`config.mk`:
```
export PLATFORM = sky130hd
export DESIGN_NAME = bus_mem_slave
export DESIGN_NICKNAME = d
export VERILOG_FILES = /design/src/rtl/bus_mem_slave.sv
export SDC_FILE = /design/constraint.sdc
export NUM_CORES = 1
export LEC_CHECK = 0
export CAP_MARGIN = 5
export CORE_ASPECT_RATIO = 1.5
export CORE_UTILIZATION = 67
export CTS_BUF_LIST = sky130_fd_sc_hd__clkbuf_8
export DETAILED_ROUTE_END_ITERATION = 8
export PLACE_DENSITY = 0.94
export SLEW_MARGIN = 20
export SYNTH_ARGS = -nofsm -noshare
export SYNTH_HDL_FRONTEND = slang
export SYNTH_SLANG_ARGS = --single-unit
```
`constraint.sdc`:
```
create_clock -name clk -period 8.07 [get_ports clk]
set_input_delay 0.807 -clock clk [delete_from_list [all_inputs] [get_ports clk]]
set_output_delay 0.807 -clock clk [all_outputs]
set_load 0.05 [all_outputs]
```
`src/rtl/bus_mem_slave.sv`:
```
// Burst-capable memory slave for the shared system bus: address phase on ack,
// LATENCY wait cycles, then incrementing or wrapping data beats.
`timescale 1ns/1ps
module bus_mem_slave #(
  parameter int BUS_WIDTH  = 32,
  parameter int CTRL_WIDTH = 8,
  parameter int DEPTH      = 16,
  parameter int LATENCY    = 4
) (
  input  logic                  clk,
  input  logic                  rst,
  input  logic                  ack,
  input  logic [BUS_WIDTH-1:0]  bus_in,
  input  logic [CTRL_WIDTH-1:0] ctrl_in,
  output logic [BUS_WIDTH-1:0]  bus_out,
  output logic [CTRL_WIDTH-1:0] ctrl_out
);

  localparam int IW = $clog2(DEPTH);
  localparam int AW = IW + 1;
  localparam int LW = 16;

  typedef enum logic [1:0] {
    IDLE,
    WAIT,
    DATA,
    FINISH
  } state_t;

  state_t state, next_state;

  logic [AW-1:0]        start_addr;
  logic                 we_r;
  logic                 wrap_r;
  logic                 err_r;
  logic [4:0]           beats_r;
  logic [4:0]           beat_cnt;
  logic [LW-1:0]        lat_cnt;
  logic                 lat_last;
  logic                 beat_last;
  logic [AW-1:0]        offset;
  logic [AW-1:0]        mask;
  logic [AW-1:0]        wrap_addr;
  logic [AW-1:0]        beat_addr;
  logic [IW-1:0]        idx;
  logic [BUS_WIDTH-1:0] mem [DEPTH];
  logic                 unused_bits;

  function automatic logic [4:0] burst_beats(input logic [2:0] code);
    case (code)
      3'b001:  return 5'd2;
      3'b010:  return 5'd4;
      3'b011:  return 5'd8;
      3'b100:  return 5'd16;
      default: return 5'd1;
    endcase
  endfunction

  assign lat_last  = (lat_cnt == LW'(LATENCY - 1));
  assign beat_last = (beat_cnt == beats_r - 5'd1);

  // Wrapping keeps the upper address bits of the start and cycles the low
  // log2(beats) bits; the final index is the address reduced mod DEPTH.
  assign offset    = start_addr + AW'(beat_cnt);
  assign mask      = AW'(beats_r - 5'd1);
  assign wrap_addr = (start_addr & ~mask) | (offset & mask);
  assign beat_addr = wrap_r ? wrap_addr : offset;
  assign idx       = beat_addr[IW-1:0];

  assign unused_bits = ^{ctrl_in, beat_addr[AW-1]};

  always_ff @(posedge clk) begin
    if (rst) begin
      state <= IDLE;
    end else begin
      state <= next_state;
    end
  end

  always_ff @(posedge clk) begin
    if (rst) begin
      start_addr <= '0;
      we_r       <= 1'b0;
      wrap_r     <= 1'b0;
      err_r      <= 1'b0;
      beats_r    <= 5'd0;
      beat_cnt   <= 5'd0;
      lat_cnt    <= '0;
    end else begin
      case (state)
        IDLE: begin
          if (ack) begin
            start_addr <= bus_in[AW-1:0];
            we_r       <= ctrl_in[1];
            beats_r    <= burst_beats(ctrl_in[4:2]);
            wrap_r     <= ctrl_in[5];
            err_r      <= (bus_in >= BUS_WIDTH'(DEPTH));
            beat_cnt   <= 5'd0;
            lat_cnt    <= '0;
          end
        end
        WAIT:    lat_cnt <= lat_cnt + LW'(1);
        DATA:    beat_cnt <= beat_cnt + 5'd1;
        FINISH: begin
          if (!ack) begin
            err_r <= 1'b0;
          end
        end
        default: ;
      endcase
    end
  end

  // Memory is never cleared; writes are blocked in reset and error transactions.
  always_ff @(posedge clk) begin
    if (!rst && state == DATA && we_r && !err_r) begin
      mem[idx] <= bus_in;
    end
  end

  always_comb begin
    next_state = state;
    bus_out    = '0;
    ctrl_out   = '0;
    case (state)
      IDLE: begin
        if (ack) begin
          next_state = WAIT;
        end
      end
      WAIT: begin
        ctrl_out[0] = !lat_last;
        if (lat_last) begin
          next_state = DATA;
        end
      end
      DATA: begin
        ctrl_out[1] = 1'b1;
        if (!we_r && !err_r) begin
          bus_out = mem[idx];
        end
        if (beat_last) begin
          next_state = FINISH;
        end
      end
      FINISH: begin
        if (!ack) begin
          next_state = IDLE;
        end
      end
      default: next_state = IDLE;
    endcase
    ctrl_out[2] = err_r && (state != IDLE);
  end

endmodule

```
* Word-level counts from Yosys, hierarchy flattened
Memory sizes are Yosys's and may differ from the RTL's.
Cells that the tools add are included.
** Operators by class
- Add/subtract/negate cells :: 4
- Order comparisons :: 1
- Eq/ne operators :: 13
- Muxes and demuxes :: 20
- Bitwise gates (word level) :: 4
- Reductions and logical operators :: 19
** Operators by type and width (count)
- 32-bit 2-to-1 mux :: 2
- 32-bit by 5-bit greater-or-equal comparator with 1-bit output, second input constant :: 1
- 16-bit one-hot mux with 2 select lines :: 1
- 5-bit one-hot mux with 4 select lines :: 1
- 16-bit by 1-bit adder with 16-bit output, second input constant :: 1
- 16-bit by 2-bit == test with 1-bit output, second input constant :: 1
- 16-bit 2-to-1 mux :: 1
- 5-bit one-hot mux with 2 select lines :: 1
- 4-bit AND :: 2
- 2-bit 2-to-1 mux :: 4
- 2-bit != test, second input constant :: 4
- 2-bit one-hot mux with 4 select lines :: 1
- 2-bit nonzero test :: 4
- 3-bit by 2-bit == test with 1-bit output, second input constant :: 2
- 1-bit 2-to-1 mux :: 6
- 2-bit AND reduction :: 3
- 5-bit by 1-bit adder with 5-bit output, second input constant :: 1
- 5-bit == test :: 1
- 1-bit logical AND :: 5
- 5-bit 2-to-1 mux :: 1
- 5-bit by 1-bit subtractor with 5-bit output, second input constant :: 1
- 4-bit adder :: 1
- 2-bit == test, second input constant :: 2
- 1-bit zero test :: 4
- other kinds (10) :: 10
** Storage, ports and cells
- Flip-flop bits (word level) :: 35
- RAM bits :: 512
- Input port bits :: 43
- Output and inout port bits :: 40
- Word-level logic and storage cells :: 70
- Memories :: 1
** Memories
- mem :: words 16, width 32, rd ports 1, clocked after Yosys merged registers in 0, write ports 1, RTL line 46 : logic [BUS_WIDTH-1:0] mem [DEPTH];

* Logic depth before layout (Yosys ltp)
Gate-level depths: netlist (run 1).
An unclocked memory read counts as a cell.
- Depth in word-level cells :: 8
- Gate-level depth with buffers :: 13
- Gate-level depth less buffers :: 8

* Least setup slack after synthesis (run 1)
No wires, ideal clock.
- Kind :: register to register
- Start point :: register beat_cnt[0]
- End point :: memory mem[11][0], enable pin
- Library setup time :: 0.461 ns
- Arrival :: 4.372 ns
- Slack :: 3.237 ns
- Cell stages (with the launch flop) :: 10
- Path buffers :: 4
- Clock period less this slack :: 4.833 ns
- Cells stage by stage :: dfxtp_1 -> ha_1 -> a21boi_0 -> a31o_2 -> buf_2 -> buf_2 -> buf_2 -> clkbuf_1 -> o211ai_1 -> nor3_1
** Between the ends
- Cells in the longest elaborated chain, start to end :: 4
** RTL lines
- start, declared :: RTL line 37 : logic [4:0] beat_cnt;
- start signal, assigned :: RTL line 103 : DATA: beat_cnt <= beat_cnt + 5'd1;
- 4-bit adder (*) :: RTL line 64 : assign offset = start_addr + AW'(beat_cnt);
- 4-bit AND :: RTL line 66 : assign wrap_addr = (start_addr & ~mask) | (offset & mask);
- 4-bit bitwise OR :: RTL line 66
- 4-bit 2-to-1 mux (*) :: RTL line 67 : assign beat_addr = wrap_r ? wrap_addr : offset;
- end, declared :: RTL line 46
Every way passes the cells marked *; elsewhere a longest branch is shown, timed or not.

* Worst setup path after layout (run 1)
- Start point :: register beat_cnt[2]
- End point :: output port bus_out[3]
** Between the ends
- Cells in the longest elaborated chain, start to end :: 7
** RTL lines
- 4-bit adder (*) :: RTL line 64
- 4-bit AND :: RTL line 66
- 4-bit bitwise OR :: RTL line 66
- 4-bit 2-to-1 mux (*) :: RTL line 67
- memory 16 x 32 bit (*)
- 32-bit 2-to-1 mux (*) :: RTL line 139 : if (!we_r && !err_r) begin
- 32-bit 2-to-1 mux (*) :: RTL line 125 : case (state)
- end, declared :: RTL line 15 : output logic [BUS_WIDTH-1:0] bus_out,
Marks and branches as above.

==> results of run 1 <==
layer usage:
metal	GRT usage [%]	part of all wire, %	up-vias
li1	-	-	6268
met1	42.67	31	7253
met2	57.64	50	1379
met3	9.192	13	320
met4	23.74	6.2	0
met5	0	0	-
cell usage in the layout (no fill, tap or decap), types with 14 or more instances in the layout:
cell / instances
a31oi_1: 41
xor2_1: 14
o21ai_0: 17
edfxtp_1: 512
nand3_1: 92
a211oi_1: 63
dfxtp_1: 35
buf_4: 37
nor2_1: 43
clkdlybuf4s50_1: 74
nand2_1: 293
o22ai_1: 19
a22o_1: 18
and3_1: 64
a311oi_1: 28
nor3_2: 14
mux4_2: 31
clkinv_1: 20
clkbuf_8: 83
inv_1: 28
a21oi_1: 37
state kept, by name (all words and copies together) (netlist names):
signal	flops
lat_cnt	16
beat_cnt	5
beats_r	5
err_r	1
state	2
wrap_r	1
we_r	1
start_addr	4
mem	512
stage by stage:
step | cell area (sq um) | util [%] | power, uW
2_1_floorplan | 22440 | - | 4298
3_3_place_gp | 23620 | 72.14 | 4675
3_5_place_dp | 23620 | 72.16 | 4741
4_1_cts | 25050 | 76.52 | 6766
5_1_grt | 25070 | 76.57 | 7016
6_report | 25070 | 76.57 | 6813
worst min-delay path: cells and delay by family, from the launching register on:
kind | cells | cell delay, ns
compound gates | 1 | 0.05
simple gates | 1 | 0.06
flops | 1 | 0.32
cells by family (layout without fill, tap and decap cells):
kind of cell / count (synthesis) / after routing / share of synthesized area [%]
AO/OA/AOI/OAI: 278 / 278 / 9.224
XOR/XNOR: 24 / 24 / 0.9375
adder cells (fa/ha/maj): 11 / 11 / 0.6473
buffers and inverters: 126 / 258 / 2.550
flip-flops: 547 / 547 / 71.70
multiplexers: 40 / 40 / 3.527
other: 1 / 7 / 0.01673
AND/OR/NAND/NOR: 557 / 557 / 11.40
layout make-up:
class | count | share of cell area [%]
sequential | 547 | 64.13
clock inverter | 54 | 1.133
timing repair buffer | 113 | 4.223
inverter | 8 | 0.1198
multi-input combinational | 915 | 23.74
antenna | 2 | 0.01997
clock buffer | 83 | 4.557
tap | 415 | 2.072
worst max path at each step:
stage / endpoint / from
4_1_cts: bus_out[3] / beat_cnt[2]$_SDFFE_PP0P_
3_5_place_dp: bus_out[3] / beat_cnt[2]$_SDFFE_PP0P_
6_report: bus_out[3] / beat_cnt[2]$_SDFFE_PP0P_
5_1_grt: bus_out[3] / beat_cnt[2]$_SDFFE_PP0P_
2_1_floorplan: mem[11][0]$_DFFE_PP_ / beat_cnt[0]$_SDFFE_PP0P_
3_3_place_gp: bus_out[3] / beat_cnt[2]$_SDFFE_PP0P_
power by group through the flow:
stage / Combinational (uW) / Clock (uW) / Sequential [uW]
2_1_floorplan: 1100 / 0 / 3190
3_3_place_gp: 1470 / 0 / 3200
3_5_place_dp: 1530 / 0 / 3210
4_1_cts: 1570 / 2050 / 3150
5_1_grt: 1700 / 2170 / 3150
6_report: 1610 / 2050 / 3150
==> reports/qor.csv, run 1 <==
metric,value,unit
status,"complete, no violations",
ys async rst share,0,%
GPL Wtd Cong,0.8157,
hold_sp,beats_r[4]$_SDFFE_PP0P_,
worst clock skew,0.04686,ns
"Slowest-stage cell, CP",nor2_2,
Rel. slew slack,25.31,%
Static Leak,0.008312,uW
WP data required,7.26,ns
power per cell area,271.8,nW/um^2
maximum clock frequency,149.5,MHz
Place WS,2.430,ns
hold path endpoint,beats_r[4]$_SDFFE_PP0P_,
"Cell Chain, Critical Path",ha_1 -> a21oi_1 -> a21boi_0 -> o31a_1 -> nor2_2 -> nand2_1 -> o22ai_1 -> clkdlybuf4s50_1,
Int Pwr,4651,uW
slew at the pin with the worst max-slew slack,1.119,ns
Clock Latency Late Sink,0.67,ns
CP Capture Type,output port,
Synth top area share,68.57,%
final worst slack,1.382,ns
drt total wl,59530,microns
Comb power frac,23.6,%
clk sinks,547,
worst reg2reg path depth,8,
sw power,2161,uW
Worst R2R Setup Slack,2.82,ns
IO buf count,74,
"Max FO, Critical Path",16,
grt total ovfl,0,
crit-path leading delay family,compound AO/OA/AOI/OAI gates,
post-synth cell types,64,
antenna violations before repair,2,
final hold slack,0.4846,ns
DRC,0,
vias in the first global route,15350,
cell count along the critical path,8,
synthesis warning total,0,
critical path class,reg -> out,
share of cells above drive strength 1,12.97,%
total CTS buffers,76,
r2r startpoint,beat_cnt[2]$_SDFFE_PP0P_,
TritonCTS clock tree,yes,
Peak VDD IR,0.2465,mV
core footprint,32740,sq um
die height,226.1,microns
routed len/inst,27.86,microns
Die W,151.4,microns
synthesized flop and latch total,547,
total setup buffers inserted after CTS,0,
Post-synth EDFFs,512,
vias per std cell,7.122,
via count,15220,
RSZ-0062 raised after global routing,no,
CTS root buffer,clkbuf_8,
most frequent cell after synthesis,edfxtp_1,
Mapped Cells,1584,
clock power share,30.1,%
GRT Resource Usage Total,35.91,%
max-cap violations,0,
placed cells,1998,
Worst R2R End,mem[3][20]$_DFFE_PP_,
crit start category,flop,
biggest area consumer among synthesized cells,edfxtp_1,
Final ANT Viol Nets,0,
Clock Tree Buf Depth,3,
deepest level of the CTS H-tree,3,
Switching Fraction,31.73,%
Reg area,16080,sq um
fin crit share,82.87,%
drt pass-1 iters,6,
synth top area cells,"edfxtp_1, nand2_1, dfxtp_1",
synth cell count leaders,"edfxtp_1, nand2_1, nand3_1",
Starting Density,68.49,%
cell row count,81,
layout net count,1715,
hold buffers post-CTS,0,
setup violators final,0,
Sum Neg Setup Slack,0,ns
max incr delay on CP,0.93,ns
WP buf/inv,1,
multi-input logic area,5951,sq um
part of the power in registers,46.2,%
largest net degree at the start of global routing,85,
post-synthesis cell area,22420,sq um
Final HPWL DP,32520,microns
Hold WC Path Type,reg -> reg,
Filler cells,1634,
global-route wire length before repair,88220,microns
Main synth FF type,edfxtp_1,
Die ar.,34220,sq um
Final Non-Filler Cells,2137,
final hold violation count,0,
register area share after synthesis,71.70,%
Syn-to-layout area delta,11.79,%
"Data arrival, critical path",5.88,ns
# IOs,83,
clk slew on worst S/H paths,0.06,ns
post-CTS sizing,0,
WHS Path Cells,2,
final slew viol count,0,
DRT iter0 DRCs,2364,
Final min period,6.688,ns
Post-Syn Area per Cell,14.15,sq um
Power figures use the tool's default switching activity.
==> inputs of run 2 (changes only) <==
- CORE_UTILIZATION: 67 -> 57
- PLACE_DENSITY: 0.94 -> 0.86
- clock period: 8.07 -> 6 ns (I/O delays scaled with it)
==> run 2 against run 1 <==
  * First-iteration DRC count shrank 27%
  * Hold slack gained 0.0098 ns
  * Clock skew shrank 0.0087 ns
  * Clock-buffer cell count shrank 6
  * Sequential cell count is the same
  * Critical path type unchanged
  * Highest routed layer unchanged
==> reports/qor.csv, run 2 (synthesis results as in run 1) <==
metric,value,unit,change
"Slowest-stage cell, CP",and2_4,,was nor2_2
GPL Wtd Cong,0.8190,,was 0.8157
crit start category,flop,,unchanged
vias per std cell,6.537,,was 7.122
Switching Fraction,31.18,%,was 31.73%
Rel. slew slack,30.03,%,was 25.31%
maximum clock frequency,181.3,MHz,
max reg flops,512,,unchanged
antenna violations before repair,3,,was 2
die height,244.9,microns,was 226.1 microns
sw power,2789,uW,was 2161 uW
cell row count,88,,was 81
total setup buffers inserted after CTS,0,,unchanged
Final min period,5.514,ns,
fin crit share,91.91,%,
largest net degree at the start of global routing,102,,was 85
IO buf count,74,,unchanged
status,"complete, no violations",,unchanged
part of the power in registers,47.3,%,was 46.2%
Clock Tree Buf Depth,3,,unchanged
# IOs,83,,unchanged
final hold violation count,0,,unchanged
most frequent cells in the layout,"edfxtp_1, nand2_1, nand3_1, clkbuf_8, clkdlybuf4s50_1",,unchanged
Die ar.,40150,sq um,was 34220 sq um
hold buffers post-CTS,0,,unchanged
r2r startpoint,beat_cnt[2]$_SDFFE_PP0P_,,unchanged
power per cell area,354.8,nW/um^2,was 271.8 nW/um^2
Final ANT Viol Nets,0,,unchanged
Sum Neg Setup Slack,0,ns,unchanged
GRT Resource Usage Total,27.76,%,was 35.91%
clock power share,29.1,%,was 30.1%
post-CTS sizing,0,,unchanged
hold_sp,we_r$_SDFFE_PP0P_,,was beats_r[4]$_SDFFE_PP0P_
"Data arrival, critical path",4.91,ns,was 5.88 ns
Filler cells,2526,,was 1634
final slew viol count,0,,unchanged
Starting Density,58.02,%,was 68.49%
grt total ovfl,0,,unchanged
Comb power frac,23.5,%,was 23.6%
drt total wl,54270,microns,was 59530 microns
Clock Latency Late Sink,0.66,ns,was 0.67 ns
Int Pwr,6155,uW,was 4651 uW
Peak VDD IR,0.2343,mV,was 0.2465 mV
deepest level of the CTS H-tree,3,,unchanged
TritonCTS clock tree,yes,,unchanged
clk slew on worst S/H paths,0.06,ns,about the same
max incr delay on CP,0.89,ns,was 0.93 ns
critical path class,reg -> out,,unchanged
CTS root buffer,clkbuf_8,,unchanged
Hold WC Path Type,reg -> reg,,unchanged
"commonest non-fill, non-tap cell in the layout",edfxtp_1,,unchanged
Die W,163.9,microns,was 151.4 microns
top flop regs,"mem: 512 flops, lat_cnt: 16 flops",,unchanged
DRT iter0 DRCs,1718,,was 2364
slew at the pin with the worst max-slew slack,1.046,ns,was 1.119 ns
Top reg by flops,mem,,unchanged
core footprint,38650,sq um,was 32740 sq um
WP data required,5.40,ns,was 7.26 ns
Syn-to-layout area delta,12.42,%,was 11.79%
Static Leak,0.008380,uW,was 0.008312 uW
worst clock skew,0.03813,ns,was 0.04686 ns
CP Capture Type,output port,,unchanged
RSZ-0062 raised after global routing,no,,unchanged
Critical Path Start,beats_r[0]$_SDFFE_PP0P_,,was beat_cnt[2]$_SDFFE_PP0P_
routed len/inst,24.35,microns,was 27.86 microns
Final HPWL DP,31280,microns,was 32520 microns
final core occ,65.22,%,was 76.57%
global-route wire length before repair,82080,microns,was 88220 microns
vias in the first global route,14690,,was 15.35k
layout net count,1726,,was 1715
setup violators final,0,,unchanged
max-cap violations,0,,unchanged
"Max FO, Critical Path",82,,was 16
drt pass-1 iters,6,,unchanged
via count,14570,,was 15.22k
share of cells above drive strength 1,13.34,%,was 12.97%
"Cell Chain, Critical Path",inv_1 -> ha_1 -> nand3_2 -> and2_4 -> buf_12 -> nand2_1 -> a311oi_1 -> a31oi_1 -> o22ai_1 -> clkdlybuf4s50_1,,was ha_1 -> a21oi_1 -> a21boi_0 -> o31a_1 -> nor2_2 -> nand2_1 -> o22ai_1 -> clkdlybuf4s50_1
DRC,0,,unchanged
total CTS buffers,74,,was 76
clk sinks,547,,unchanged
## run 2: cell types whose count changed in the layout (fill, tap and decap cells not counted), sizes merged, moves of 3 or more
cell and change:
clkbuf -6, inv +7, buf +13, clkinv -3
## run 2: power by group through the flow
stage	registers (uW)	clock network, uW	logic [uW]
floorplan	4300	0	1480
global placement	4310	0	2000
detailed placement	4310	0	2080
CTS	4230	2630	2090
global route	4230	2780	2250
finish	4230	2610	2110
## run 2: critical path: cells and delay by family (launching register included)
family / cells / cell delay [ns]
adder cells (fa/ha/maj): 1 / 0.37
AND/OR/NAND/NOR: 3 / 1.32
flip-flops: 1 / 0.55
buffers and inverters: 3 / 1.28
AO/OA/AOI/OAI: 3 / 0.73
## run 2: layout make-up
cell class / instances / area [sq um] / share of cell area [%]
flip-flops and latches: 547 / 16080 / 63.78
multi-input cells: 915 / 5932 / 23.53
repair buffers: 126 / 1194 / 4.736
clock buffers: 77 / 1060 / 4.205
well taps: 495 / 619.3 / 2.457
clock inverters: 58 / 287.8 / 1.142
inverters: 8 / 30.03 / 0.1191
diodes: 3 / 7.507 / 0.02978
## run 2: metrics by stage
| stage | cell area (sq um) | total power (uW) | std cells | hold slack, ns | setup WS (ns) |
|---|---|---|---|---|---|
| 2_1_floorplan | 22440 | 5780 | 1588 | 0.4443 | 1.167 |
| 3_3_place_gp | 23850 | 6310 | 2091 | 0.4581 | 1.287 |
| 3_5_place_dp | 23850 | 6391 | 2091 | 0.4718 | 1.116 |
| 4_1_cts | 25200 | 8949 | 2226 | 0.4905 | 0.4332 |
| 5_1_grt | 25210 | 9272 | 2229 | 0.4975 | 0.2285 |
| 6_report | 25210 | 8944 | 2229 | 0.4944 | 0.4856 |
## run 2: routing by layer
metal | vias to the layer above | GRT usage [%] | routed length (microns)
met3 | 204 | 4.968 | 5226
li1 | 6279 | - | -
met5 | - | 0 | 0
met1 | 7172 | 33.06 | 18440
met2 | 917 | 45.91 | 27560
met4 | 0 | 18.76 | 3037
## run 2: path summary, 6_finish.rpt
check,cells after the start,endpoint,slack (ns)
hold reg to reg,2,we_r$_SDFFE_PP0P_,0.49
setup / recovery,10,bus_out[7],0.49
setup reg to reg,8,mem[2][4]$_DFFE_PP_,1.89
hold / removal,2,we_r$_SDFFE_PP0P_,0.49
